$ cat src/rtl/vga_driver.sv
// vga_driver: 1280x1024@60 timing generator driving latency-aligned sync, DE and RGB565 pins.
// Optional VGA_DRIVER_BORDER_EN forces white on the outermost active rows/columns.
module vga_driver #(
  parameter int   H_DISP  = 1280,
  parameter int   H_FRONT = 48,
  parameter int   H_SYNC  = 112,
  parameter int   H_BACK  = 248,
  parameter int   V_DISP  = 1024,
  parameter int   V_FRONT = 1,
  parameter int   V_SYNC  = 3,
  parameter int   V_BACK  = 38,
  parameter logic H_POL   = 1'b1,
  parameter logic V_POL   = 1'b1,
  parameter int   LATENCY = 2
) (
  input  logic        clk_vga_driver,
  input  logic        rst_vga_driver,
  output logic [11:0] xpos_vga_driver,
  output logic [11:0] ypos_vga_driver,
  output logic        frame_start_vga_driver,
  input  logic [15:0] data_vga_driver,
  output logic        vga_hs,
  output logic        vga_vs,
  output logic        vga_de,
  output logic [4:0]  vga_r,
  output logic [5:0]  vga_g,
  output logic [4:0]  vga_b
);
  localparam int H_TOTAL = H_DISP + H_FRONT + H_SYNC + H_BACK;
  localparam int V_TOTAL = V_DISP + V_FRONT + V_SYNC + V_BACK;
`ifdef VGA_DRIVER_BORDER_EN
  localparam int TW = 4;
`else
  localparam int TW = 3;
`endif
  logic [11:0] h_cnt, v_cnt;
  logic active, hs_raw, vs_raw;
  logic [TW-1:0] tap, dq;
  logic [LATENCY-1:0][TW-1:0] dl;
  logic [LATENCY:0][TW-1:0] dl_n;
  logic [15:0] rgb;
  always_ff @(posedge clk_vga_driver) begin
    if (rst_vga_driver) begin
      h_cnt <= '0;
      v_cnt <= '0;
    end else begin
      h_cnt <= (h_cnt == 12'(H_TOTAL-1)) ? '0 : h_cnt + 12'd1;
      if (h_cnt == 12'(H_TOTAL-1))
        v_cnt <= (v_cnt == 12'(V_TOTAL-1)) ? '0 : v_cnt + 12'd1;
    end
  end
  // tap bit order: {border?, vs, hs, active}; oldest stage feeds the output register
  always_comb begin
    active = (h_cnt < 12'(H_DISP)) && (v_cnt < 12'(V_DISP));
    hs_raw = (h_cnt >= 12'(H_DISP+H_FRONT)) && (h_cnt < 12'(H_DISP+H_FRONT+H_SYNC));
    vs_raw = (v_cnt >= 12'(V_DISP+V_FRONT)) && (v_cnt < 12'(V_DISP+V_FRONT+V_SYNC));
`ifdef VGA_DRIVER_BORDER_EN
    tap = {active && (h_cnt == 12'd0 || h_cnt == 12'(H_DISP-1) ||
                      v_cnt == 12'd0 || v_cnt == 12'(V_DISP-1)), vs_raw, hs_raw, active};
`else
    tap = {vs_raw, hs_raw, active};
`endif
  end
  assign dl_n = {dl, tap};
  assign dq = dl[LATENCY-1];
`ifdef VGA_DRIVER_BORDER_EN
  assign rgb = !dq[0] ? 16'h0000 : dq[3] ? 16'hFFFF : data_vga_driver;
`else
  assign rgb = dq[0] ? data_vga_driver : 16'h0000;
`endif
  assign xpos_vga_driver = active ? h_cnt : '0;
  assign ypos_vga_driver = active ? v_cnt : '0;
  assign frame_start_vga_driver = (h_cnt == 12'd0) && (v_cnt == 12'd0);
  always_ff @(posedge clk_vga_driver) begin
    if (rst_vga_driver) begin
      dl <= '0;
      vga_de <= 1'b0;
      vga_hs <= ~H_POL;
      vga_vs <= ~V_POL;
      {vga_r, vga_g, vga_b} <= '0;
    end else begin
      dl <= dl_n[LATENCY-1:0];
      vga_de <= dq[0];
      vga_hs <= dq[1] ? H_POL : ~H_POL;
      vga_vs <= dq[2] ? V_POL : ~V_POL;
      {vga_r, vga_g, vga_b} <= rgb;
    end
  end
endmodule

$ cat config.mk
export PLATFORM = sky130hd
export DESIGN_NAME = vga_driver
export DESIGN_NICKNAME = d
export VERILOG_FILES = /design/src/rtl/vga_driver.sv
export SDC_FILE = /design/constraint.sdc
export NUM_CORES = 1
export LEC_CHECK = 0
export ABC_AREA = 1
export BUFFER_PORTS_ARGS = -buffer_cell sky130_fd_sc_hd__buf_4
export CORE_MARGIN = 2
export CORE_UTILIZATION = 50
export DETAILED_ROUTE_END_ITERATION = 10
export PLACE_DENSITY = 0.77
export SYNTH_ARGS = -nofsm -noshare
export SYNTH_HDL_FRONTEND = slang
export SYNTH_SLANG_ARGS = --single-unit
export TNS_END_PERCENT = 30
$ cat constraint.sdc
create_clock -name clk_vga_driver -period 1.7 [get_ports clk_vga_driver]
set_clock_uncertainty 0.15 [all_clocks]
set_input_delay 0.085 -clock clk_vga_driver [delete_from_list [all_inputs] [get_ports clk_vga_driver]]
set_output_delay 0.085 -clock clk_vga_driver [all_outputs]
set_load 0.1 [all_outputs]
==> summary.md, run 1 <==
| Metric | Value |
|---|---|
| Status | finished with violations |
| Failing checks | setup timing |
| FMAX | roughly 530 MHz |
| # IOs | between 60 and 70 |
| DR iter-0 viols | between 200 and 250 |
| Commonest non-fill, non-tap cell in the layout | nor2_1 |
| Buffers on Ports | just under 60 |
| TritonCTS clock tree | built |
| Sequential-to-total area share from yosys stat | 0.4263 |
| Final setup fails | 32 |
| Synth area leader | dfxtp_1 |
| Final Hold Viols | 0 |
| First-pass detailed-route iteration total | 5 |
| Gr ovfl total | 0 |
| Most frequent cells in the layout | nor2_1 (58), nand2_1 (54), buf_4 (49), inv_1 (47), dfxtp_1 (40) |
| Mapped Cells | 331 |
| Worst path required time | roughly 1.5 ns |
| CP Max Fanout | 4 |
| Routability cong. | slightly above 0.9 |
| Maximum clock path buffer count | 2 |
| Nets | 453 |
| CTS H-tree depth | 2 |
| Mean routed wirelength per cell | around 17 um |
| Yosys top cell area share | 0.4263 |
| Synthesized cell area | between 2000 and 2500 um2 |
| CP arrival | roughly 1.7 ns |
| Post-synthesis register bit count | 49 |
| Worst Slack Setup Final | -0.1951 ns |
| Power per cell area | between 600 and 700 nW/um2 |
| Die height | just over 70 um |
| Aggregate global-route resource usage | 0.2579 |
| Core area | 4384 um2 |
| Num rows | 24 |
| CP top delay family | buffers and inverters |
| Leakage | roughly 1.7 nW |
| Top post-synthesis cells by area | dfxtp_1 (43%), nor2_1 (14%), nand2_1 (9.6%) |
| Largest net degree at the start of global routing | 18 |
| Area growth, synth to finish | 65.31% |
| Total CTS buffers | 5 |
| Yosys Warn Count | 0 |
| Critical Path Max Stage Delay | between 0.3 and 0.4 ns |
| Antenna violations before repair | 0 |
| Syn avg cell area | 6.952 um2 |
| Post-DP HPWL | about 4.0 mm |
| Routed Antenna Nets | 0 |
| RSZ-0062 raised after global routing | yes |
| Final Max Tran Viols | 0 |
| Min-Delay Path Class | flip-flop to flip-flop |
| Die width | approximately 72 um |
| Netlist cell types | 29 |
| Fin area | ~3800 um2 |
| Avg Vias per Cell | ~5.4 |
| Critical Path Source Type | flip-flop |
| Final wirelength | approximately 8.0 mm |
| Worst skew pair latency | slightly above 0.3 ns |
| N_diodes | 0 |
| Reg clk slew, reported paths | approximately 0.1 ns |
| Clock Sinks | 49 |
| Setup crit end kind | output port |
| Slowest CP cell | dfxtp_1 |
| Setup TNS | -2.195 ns |
| Vias | about 2600 |
| Worst path cell trace | inv_1 > ha_1 > nand4_1 > nor3_4 > buf_12 |
| Share of post-route cells with drive strength above 1 | 0.3689 |
| Kind of critical path | flip-flop to output port |
| Worst hold-check slack | about 0.27 ns |
| Tmin final | 1.895 ns |
| Number of remaining DRC errors | 0 |
| VDD IR max | roughly 0.00047 V |
| Root buffer cell | clkbuf_8 |
| Area after DPL | approximately 2900 um2 |
| Die Footprint | just over 5000 um2 |
| Max cap viols | 0 |
| Final cycle utilization of the critical path | 1.115 |
| Buffers & Inverters on Critical Path | 2 |
| First-pass GRT wire length | 10.44 mm |
| Number of global-route vias before repair | between 2000 and 2500 |
| Initial Utilization | 0.5248 |
==> cells by family after synthesis <==
family / synth area share
AO/OA/AOI/OAI: 0.04731
XOR/XNOR: 0.01142
adder cells (fa/ha/maj): 0.02719
buffers and inverters: 0.1213
flip-flops: 0.4263
other: 0.001630
AND/OR/NAND/NOR: 0.3649
==> Yosys cell counts <==
cell        n
nand3b_1    1
o211ai_1    1
xor2_1      3
nor2_4      3
nand2_2     3
nor2_2      2
inv_1      55
nor3_1      6
a31oi_1     2
ha_1        5
nand3_4     1
a21oi_1    10
nand4_1     5
buf_4       3
o21ai_0     6
nor3_4      1
nor3_2      1
inv_2       5
o2111ai_1   1
nand3_1    16
nor2_8      1
nand2_4     2
and3_1      1
buf_2       4
conb_1      1
buf_6       1
nand2_1    59
nor2_1     83
dfxtp_1    49
==> state kept, by name, summed over array words and instances, names as in the netlist <==
register  cells
h_cnt        12
dl            3
vga_g         6
vga_r         5
dq            3
vga_b         5
v_cnt        12
vga_hs        1
vga_de        1
vga_vs        1
==> final timing paths <==
kind / startpoint / endpoint / slack (ns) / cells past startpoint
setup reg to reg: h_cnt[0] / v_cnt[2] / -0.09 / 9
hold / removal: dl[1] / dq[1] / 0.27 / 2
hold reg to reg: dl[1] / dq[1] / 0.27 / 2
setup / recovery: v_cnt[1] / frame_start_vga_driver / -0.20 / 5
==> through the flow <==
stage | cells | utilization | total power [mW] | worst slack [ns]
6_report | 483 | 0.8676 | 2.326 | -0.1951
3_5_place_dp | 441 | 0.6595 | 1.527 | 0.04149
3_3_place_gp | 441 | 0.6595 | 1.523 | 0.06947
4_1_cts | 478 | 0.7868 | 2.274 | -0.1201
2_1_floorplan | 333 | - | 1.453 | -0.1623
5_1_grt | 483 | 0.8676 | 2.387 | -0.2441
==> report_power, final <==
part           switching [mW]  internal, mW
sequential             0.0105          1.16
combinational           0.286         0.154
clock                   0.420         0.291
total                   0.716          1.61
==> repair_timing <==
action / CTS / global route
buffers inserted: 12 / 3
endpoints found under the hold margin: 23 / 0
endpoints found under the setup margin: 21 / 46
resized for setup: 62 / 74
pin swaps: 6 / 10
gates cloned: 0 / 2
hold buffers: 17 / 0
==> worst register-to-register path, cell delays in order (launching register included) <==
cell and delay [ns]:
dfxtp_2 0.36, buf_6 0.11, ha_4 0.14, nand2_2 0.08, nor2_4 0.16, nand3_4 0.21
nand2_8 0.18, nand2_8 0.08, o21ai_0 0.13, nor2_1 0.08
==> final cells by class <==
class,count,area (um2)
repair buffers,98,1114
clock buffers,6,72.57
inverters,60,230.2
well taps,52,65.06
fillers,201,580.6
flip-flops and latches,49,997.2
clock inverters,2,15.01
multi-input cells,216,1310
==> per-layer routing <==
| metal | up-vias | part of all wire | GRT usage |
|---|---|---|---|
| met2 | 150 | 0.53 | 0.4609 |
| met4 | 0 | 0.036 | 0.09015 |
| met5 | - | 0 | 0 |
| met3 | 40 | 0.068 | 0.04641 |
| met1 | 1230 | 0.37 | 0.3097 |
| li1 | 1199 | - | - |
Note: power is estimated with default switching activity, not from simulation.
==> run 2, diff against run 1 <==
--- a/config.mk
+++ b/config.mk
@@ -7,8 +7,8 @@
 export LEC_CHECK = 0
 export ABC_AREA = 1
 export BUFFER_PORTS_ARGS = -buffer_cell sky130_fd_sc_hd__buf_4
-export CORE_MARGIN = 2
 export CORE_UTILIZATION = 50
+export CTS_BUF_LIST = sky130_fd_sc_hd__clkbuf_4 sky130_fd_sc_hd__clkbuf_8 sky130_fd_sc_hd__clkbuf_16
 export DETAILED_ROUTE_END_ITERATION = 10
 export PLACE_DENSITY = 0.77
 export SYNTH_ARGS = -nofsm -noshare
==> summary.md, run 2 (synthesis gave the netlist of run 1 again) <==
| Metric | Value |
|---|---|
| Status | finished with violations |
| Failing checks | setup timing |
| Share of post-route cells with drive strength above 1 | 0.3657 |
| DR iter-0 viols | about 310 |
| Critical Path Source Type | flip-flop |
| Area growth, synth to finish | 64.38% |
| RSZ-0062 raised after global routing | yes |
| CTS H-tree depth | 2 |
| Final cycle utilization of the critical path | 1.110 |
| Routed Antenna Nets | 0 |
| Total CTS buffers | 5 |
| Hold endpoint | vga_vs |
| Avg Vias per Cell | a little over 5 |
| First-pass GRT wire length | roughly 11 mm |
| Root buffer cell | clkbuf_8 |
| Die height | 69.84 um |
| Worst Reg-to-Reg Cells | 9 |
| Largest net degree at the start of global routing | 18 |
| Worst hold-check slack | between 0.2 and 0.3 ns |
| Hold path startpoint | dq[2] |
| Sequential share of power | 0.505 |
| Antenna violations before repair | 0 |
| Switching share of power | 0.3080 |
| Area after DPL | around 3000 um2 |
| Worst skew pair latency | a little over 0.3 ns |
| Mean routed wirelength per cell | between 15 and 20 um |
| Worst path cell trace | nor2_4 > o211ai_1 > buf_4 > clkbuf_16 > nor2_4 > buf_12 |
| CP arrival | around 1.7 ns |
| CP top delay family | buffers and inverters |
| Int Pwr | about 1.6 mW |
| Post-DP HPWL | between 3 and 4 mm |
| Leakage | about 1.7 nW |
| Worst path required time | ~1.5 ns |
| Final Max Tran Viols | 0 |
| Reg clk slew, reported paths | about 0.090 ns |
| Die Footprint | between 4000 and 5000 um2 |
| Die width | 69.84 um |
| Clock Sinks | 49 |
| Num rows | 24 |
| Kind of critical path | flip-flop to output port |
| Maximum clock path buffer count | 2 |
| Commonest non-fill, non-tap cell in the layout | nor2_1 |
| Reg2reg setup slack | -0.09 ns |
| Reg2reg start | h_cnt[0] |
| Core area | between 4000 and 5000 um2 |
| Buffers on Ports | 58 |
| TritonCTS clock tree | built |
| # IOs | between 60 and 70 |
| Initial Utilization | 0.5248 |
| First-pass detailed-route iteration total | 5 |
| Power per cell area | about 610 nW/um2 |
| Worst Hold Path Cells | 2 |
| Aggregate global-route resource usage | 0.2816 |
| Min-Delay Path Class | flip-flop to flip-flop |
| Final setup fails | 33 |
| FMAX | around 530 MHz |
| N_diodes | 0 |
| Slowest CP cell | dfxtp_4 |
| VDD IR max | 0.0005216 V |
| CP dominant cell by count | nor2_4 |
| Worst slack, placed | ~0.059 ns |
| Number of global-route vias before repair | ~2300 |
| Most frequent cells in the layout | nor2_1 (58), buf_4 (56), nand2_1 (55), inv_1 (48), dfxtp_1 (40) |
| Max cap viols | 0 |
| Gr ovfl total | 0 |
| Final Hold Viols | 0 |
| Nets | between 400 and 500 |
| Vias | roughly 2500 |
| NetSw | between 0.7 and 0.8 mW |
| Critical Path Max Stage Delay | approximately 0.38 ns |
| Worst Slack Setup Final | -0.1877 ns |
| CP Max Fanout | 4 |
| Clock power share | 0.311 |
| Fin area | around 3800 um2 |
| Logic pwr share | 0.184 |
| Final core occ | 0.8627 |
| Routability cong. | ~0.87 |
| Tmin final | 1.888 ns |
| Reg2reg end | v_cnt[2] |
| Final wirelength | 7.295 mm |
| Setup crit end kind | output port |
| Total power | ~2.3 mW |
| Buffers & Inverters on Critical Path | 3 |
| Number of remaining DRC errors | 0 |
==> run 2: metrics by stage <==
stage	cells	setup TNS, ns
floorplan	333	-2.623
global placement	444	0
detailed placement	444	0
CTS	477	-0.8502
global route	484	-5.433
finish	484	-4.018
==> run 2: final cells by class <==
cell class / count / area, um2
multi-input combinational: 216 / 1289
timing repair buffer: 99 / 1111
sequential: 49 / 1002
fill: 212 / 601.8
inverter: 60 / 225.2
clock buffer: 5 / 68.82
tap: 52 / 65.06
clock inverter: 3 / 21.27
==> run 2: worst reg2reg max path, delay by kind of cell, from the launching register on <==
kind / cells / cell delay [ns]
AO/OA/AOI/OAI: 1 / 0.11
AND/OR/NAND/NOR: 6 / 0.74
flip-flops: 1 / 0.36
buffers and inverters: 1 / 0.11
adder cells (fa/ha/maj): 1 / 0.20
==> run 2: how the worst max path moves through the flow <==
stage,start,end,slack (ns),cells after the start
after floorplan,h_cnt[0],frame_start_vga_driver,-0.16,6
after global placement,h_cnt[1],frame_start_vga_driver,0.11,7
after detailed placement,h_cnt[0],frame_start_vga_driver,0.06,7
after CTS,h_cnt[0],frame_start_vga_driver,-0.13,7
after global routing,v_cnt[11],ypos_vga_driver[7],-0.19,6
final,v_cnt[11],ypos_vga_driver[7],-0.19,6
==> run 2: power groups by stage <==
stage	registers [mW]	clock network, mW	logic, mW
2_1_floorplan	1.28	0	0.173
3_3_place_gp	1.20	0	0.322
3_5_place_dp	1.20	0	0.323
4_1_cts	1.17	0.713	0.406
5_1_grt	1.17	0.757	0.442
6_report	1.17	0.721	0.426
==> run 2: layer usage <==
layer | up-vias | global-route usage | wire length, um
li1 | 1197 | - | -
met1 | 1166 | 0.3205 | 2788
met2 | 117 | 0.5299 | 3900
met3 | 26 | 0.03634 | 344
met4 | 0 | 0.1022 | 261
met5 | - | 0 | 0
==> run 2: timing repair <==
action | CTS | global route
setup buffers | 7 | 6
setup endpoints to repair | 21 | 45
hold buffers | 17 | 0
pin swaps | 5 | 10
cloned | 1 | 1
resized for setup | 107 | 21
hold endpoints to repair | 23 | 0
==> run 3, diff against run 2 <==
--- a/config.mk
+++ b/config.mk
@@ -9,6 +9,7 @@
 export BUFFER_PORTS_ARGS = -buffer_cell sky130_fd_sc_hd__buf_4
 export CORE_UTILIZATION = 50
 export CTS_BUF_LIST = sky130_fd_sc_hd__clkbuf_4 sky130_fd_sc_hd__clkbuf_8 sky130_fd_sc_hd__clkbuf_16
+export CTS_CLUSTER_DIAMETER = 30
 export DETAILED_ROUTE_END_ITERATION = 10
 export PLACE_DENSITY = 0.77
 export SYNTH_ARGS = -nofsm -noshare
==> constraint.sdc (replaced) <==
create_clock -name clk_vga_driver -period 1.7 [get_ports clk_vga_driver]
set_clock_uncertainty 0.15 [all_clocks]
set_input_delay 0.34 -clock clk_vga_driver [delete_from_list [all_inputs] [get_ports clk_vga_driver]]
set_output_delay 0.34 -clock clk_vga_driver [all_outputs]
set_load 0.1 [all_outputs]
==> summary.md, run 3 (synthesis gave the netlist of run 1 again) <==
| Metric | Value |
|---|---|
| CP arrival | roughly 1.6 ns |
| Post-DP HPWL | about 4.2 mm |
| Int Pwr | around 1.6 mW |
| Routability cong. | approximately 0.85 |
| Critical Path Source Type | flip-flop |
| FMAX | slightly below 500 MHz |
| Largest net degree at the start of global routing | 18 |
| Initial Utilization | 0.5248 |
| Worst slack, placed | -0.07430 ns |
| N_diodes | 0 |
| Maximum clock path buffer count | 2 |
| Die Footprint | roughly 4900 um2 |
| Reg2reg setup slack | -0.07 ns |
| Mean routed wirelength per cell | roughly 14 um |
| Leakage | ~1.7 nW |
| CTS Hold Bufs | 0 |
| Total CTS buffers | 5 |
| Worst path required time | approximately 1.2 ns |
| CTS H-tree depth | 2 |
| # IOs | 62 |
| Worst path cell trace | inv_4 > ha_4 > nand3_4 > nor2_4 > nand4_1 > nor3_4 > buf_12 |
| Final Hold Viols | 0 |
| NetSw | between 0.6 and 0.7 mW |
| Critical Path Max Stage Delay | between 0.3 and 0.4 ns |
| Area after DPL | between 3000 and 4000 um2 |
| Reg clk slew, reported paths | around 0.10 ns |
| DR iter-0 viols | 209 |
| Logic pwr share | 0.172 |
| Worst skew pair latency | around 0.30 ns |
| Power per cell area | 612.6 nW/um2 |
| Avg Vias per Cell | between 5 and 6 |
| Setup crit end kind | output port |
| Min-Delay Path Class | input port to flip-flop |
| TritonCTS clock tree | built |
| Die width | 69.84 um |
| Final setup fails | 30 |
| Commonest non-fill, non-tap cell in the layout | buf_4 |
| Area growth, synth to finish | 62.32% |
| Core area | approximately 4400 um2 |
| Fin area | between 3000 and 4000 um2 |
| Cells after DPL | 474 |
| Aggregate global-route resource usage | 0.2585 |
| Final Max Tran Viols | 0 |
| Clock power share | 0.313 |
| Routed Antenna Nets | 0 |
| Sequential share of power | 0.515 |
| Switching share of power | 0.3037 |
| Buffers on Ports | slightly below 60 |
| CP Max Fanout | 2 |
| First-pass detailed-route iteration total | 6 |
| Tmin final | just over 2 ns |
| Total power | ~2.3 mW |
| Max cap viols | 0 |
| Failing checks | setup timing |
| Nets | between 400 and 500 |
| Number of remaining DRC errors | 0 |
| Status | finished with violations |
| First-pass GRT wire length | slightly above 10 mm |
| Share of post-route cells with drive strength above 1 | 0.4009 |
| Clock Sinks | 49 |
| Worst Slack Setup Final | -0.3372 ns |
| Finished Layout Cells | just under 500 |
| RSZ-0062 raised after global routing | yes |
| VDD IR max | ~0.00042 V |
| Most frequent cells in the layout | buf_4 (75), nor2_1 (58), nand2_1 (56), inv_1 (49), dfxtp_1 (41) |
| Root buffer cell | clkbuf_8 |
| Kind of critical path | flip-flop to output port |
| Antenna violations before repair | 0 |
| Gr ovfl total | 0 |
| Die height | around 70 um |
| Final wirelength | a little under 7 mm |
| Final cycle utilization of the critical path | 1.198 |
| Num rows | 24 |
| Number of global-route vias before repair | around 2300 |
| Slowest CP cell | dfxtp_2 |
| Vias | 2450 |
## run 3: worst paths after layout
check | start | to | depth (start not counted)
setup / recovery | h_cnt[1] | frame_start_vga_driver | 7
hold / removal | data_vga_driver[1] | vga_b[1] | 3
setup reg to reg | h_cnt[0] | v_cnt[11] | 9
hold reg to reg | dq[2] | vga_vs | 2
## run 3: metrics by stage
step | util | setup TNS [ns] | hold slack, ns
after detailed placement | 0.7432 | -0.2268 | 0.2437
after global routing | 0.8519 | -8.990 | 0.09692
after floorplan | - | -2.928 | 0.2383
after CTS | 0.8428 | -5.217 | 0.09609
after global placement | 0.7432 | -0.07568 | 0.2414
final | 0.8519 | -6.533 | 0.09718
## run 3: layout make-up
cell class | count | area, um2
well taps | 52 | 65.06
repair buffers | 101 | 1075
clock buffers | 5 | 68.82
clock inverters | 3 | 25.02
fillers | 251 | 649.4
multi-input cells | 216 | 1280
inverters | 60 | 230.2
flip-flops and latches | 49 | 991.0
## run 3: timing repair
item	CTS	global route
gates resized for setup	79	11
pin swaps	8	5
gates cloned	0	0
buffers inserted	4	0
endpoints found under the setup margin	26	45
## run 3: power groups by stage
stage	clock network (mW)	registers (mW)	logic, mW
CTS	0.719	1.18	0.382
detailed placement	0	1.20	0.349
finish	0.716	1.18	0.394
global placement	0	1.20	0.346
global route	0.774	1.18	0.411
floorplan	0	1.28	0.184
## run 3: metal layers
layer  vias up  routed length, um  GRT usage  share of wire
met1      1150               2661     0.2947           0.39
met4         0                 72    0.06667          0.011
met2        97               3758     0.4957           0.55
met3         8                297    0.03779          0.044
met5         -                  0          0              0
li1       1195                  -          -              -
## run 3: critical path, delay by kind of cell (launching register included)
kind                       cells  cell delay (ns)
adders and majority gates      1             0.13
and+or+nand+nor                4             0.52
DFF                            1             0.35
buffers and inverters          2             0.26
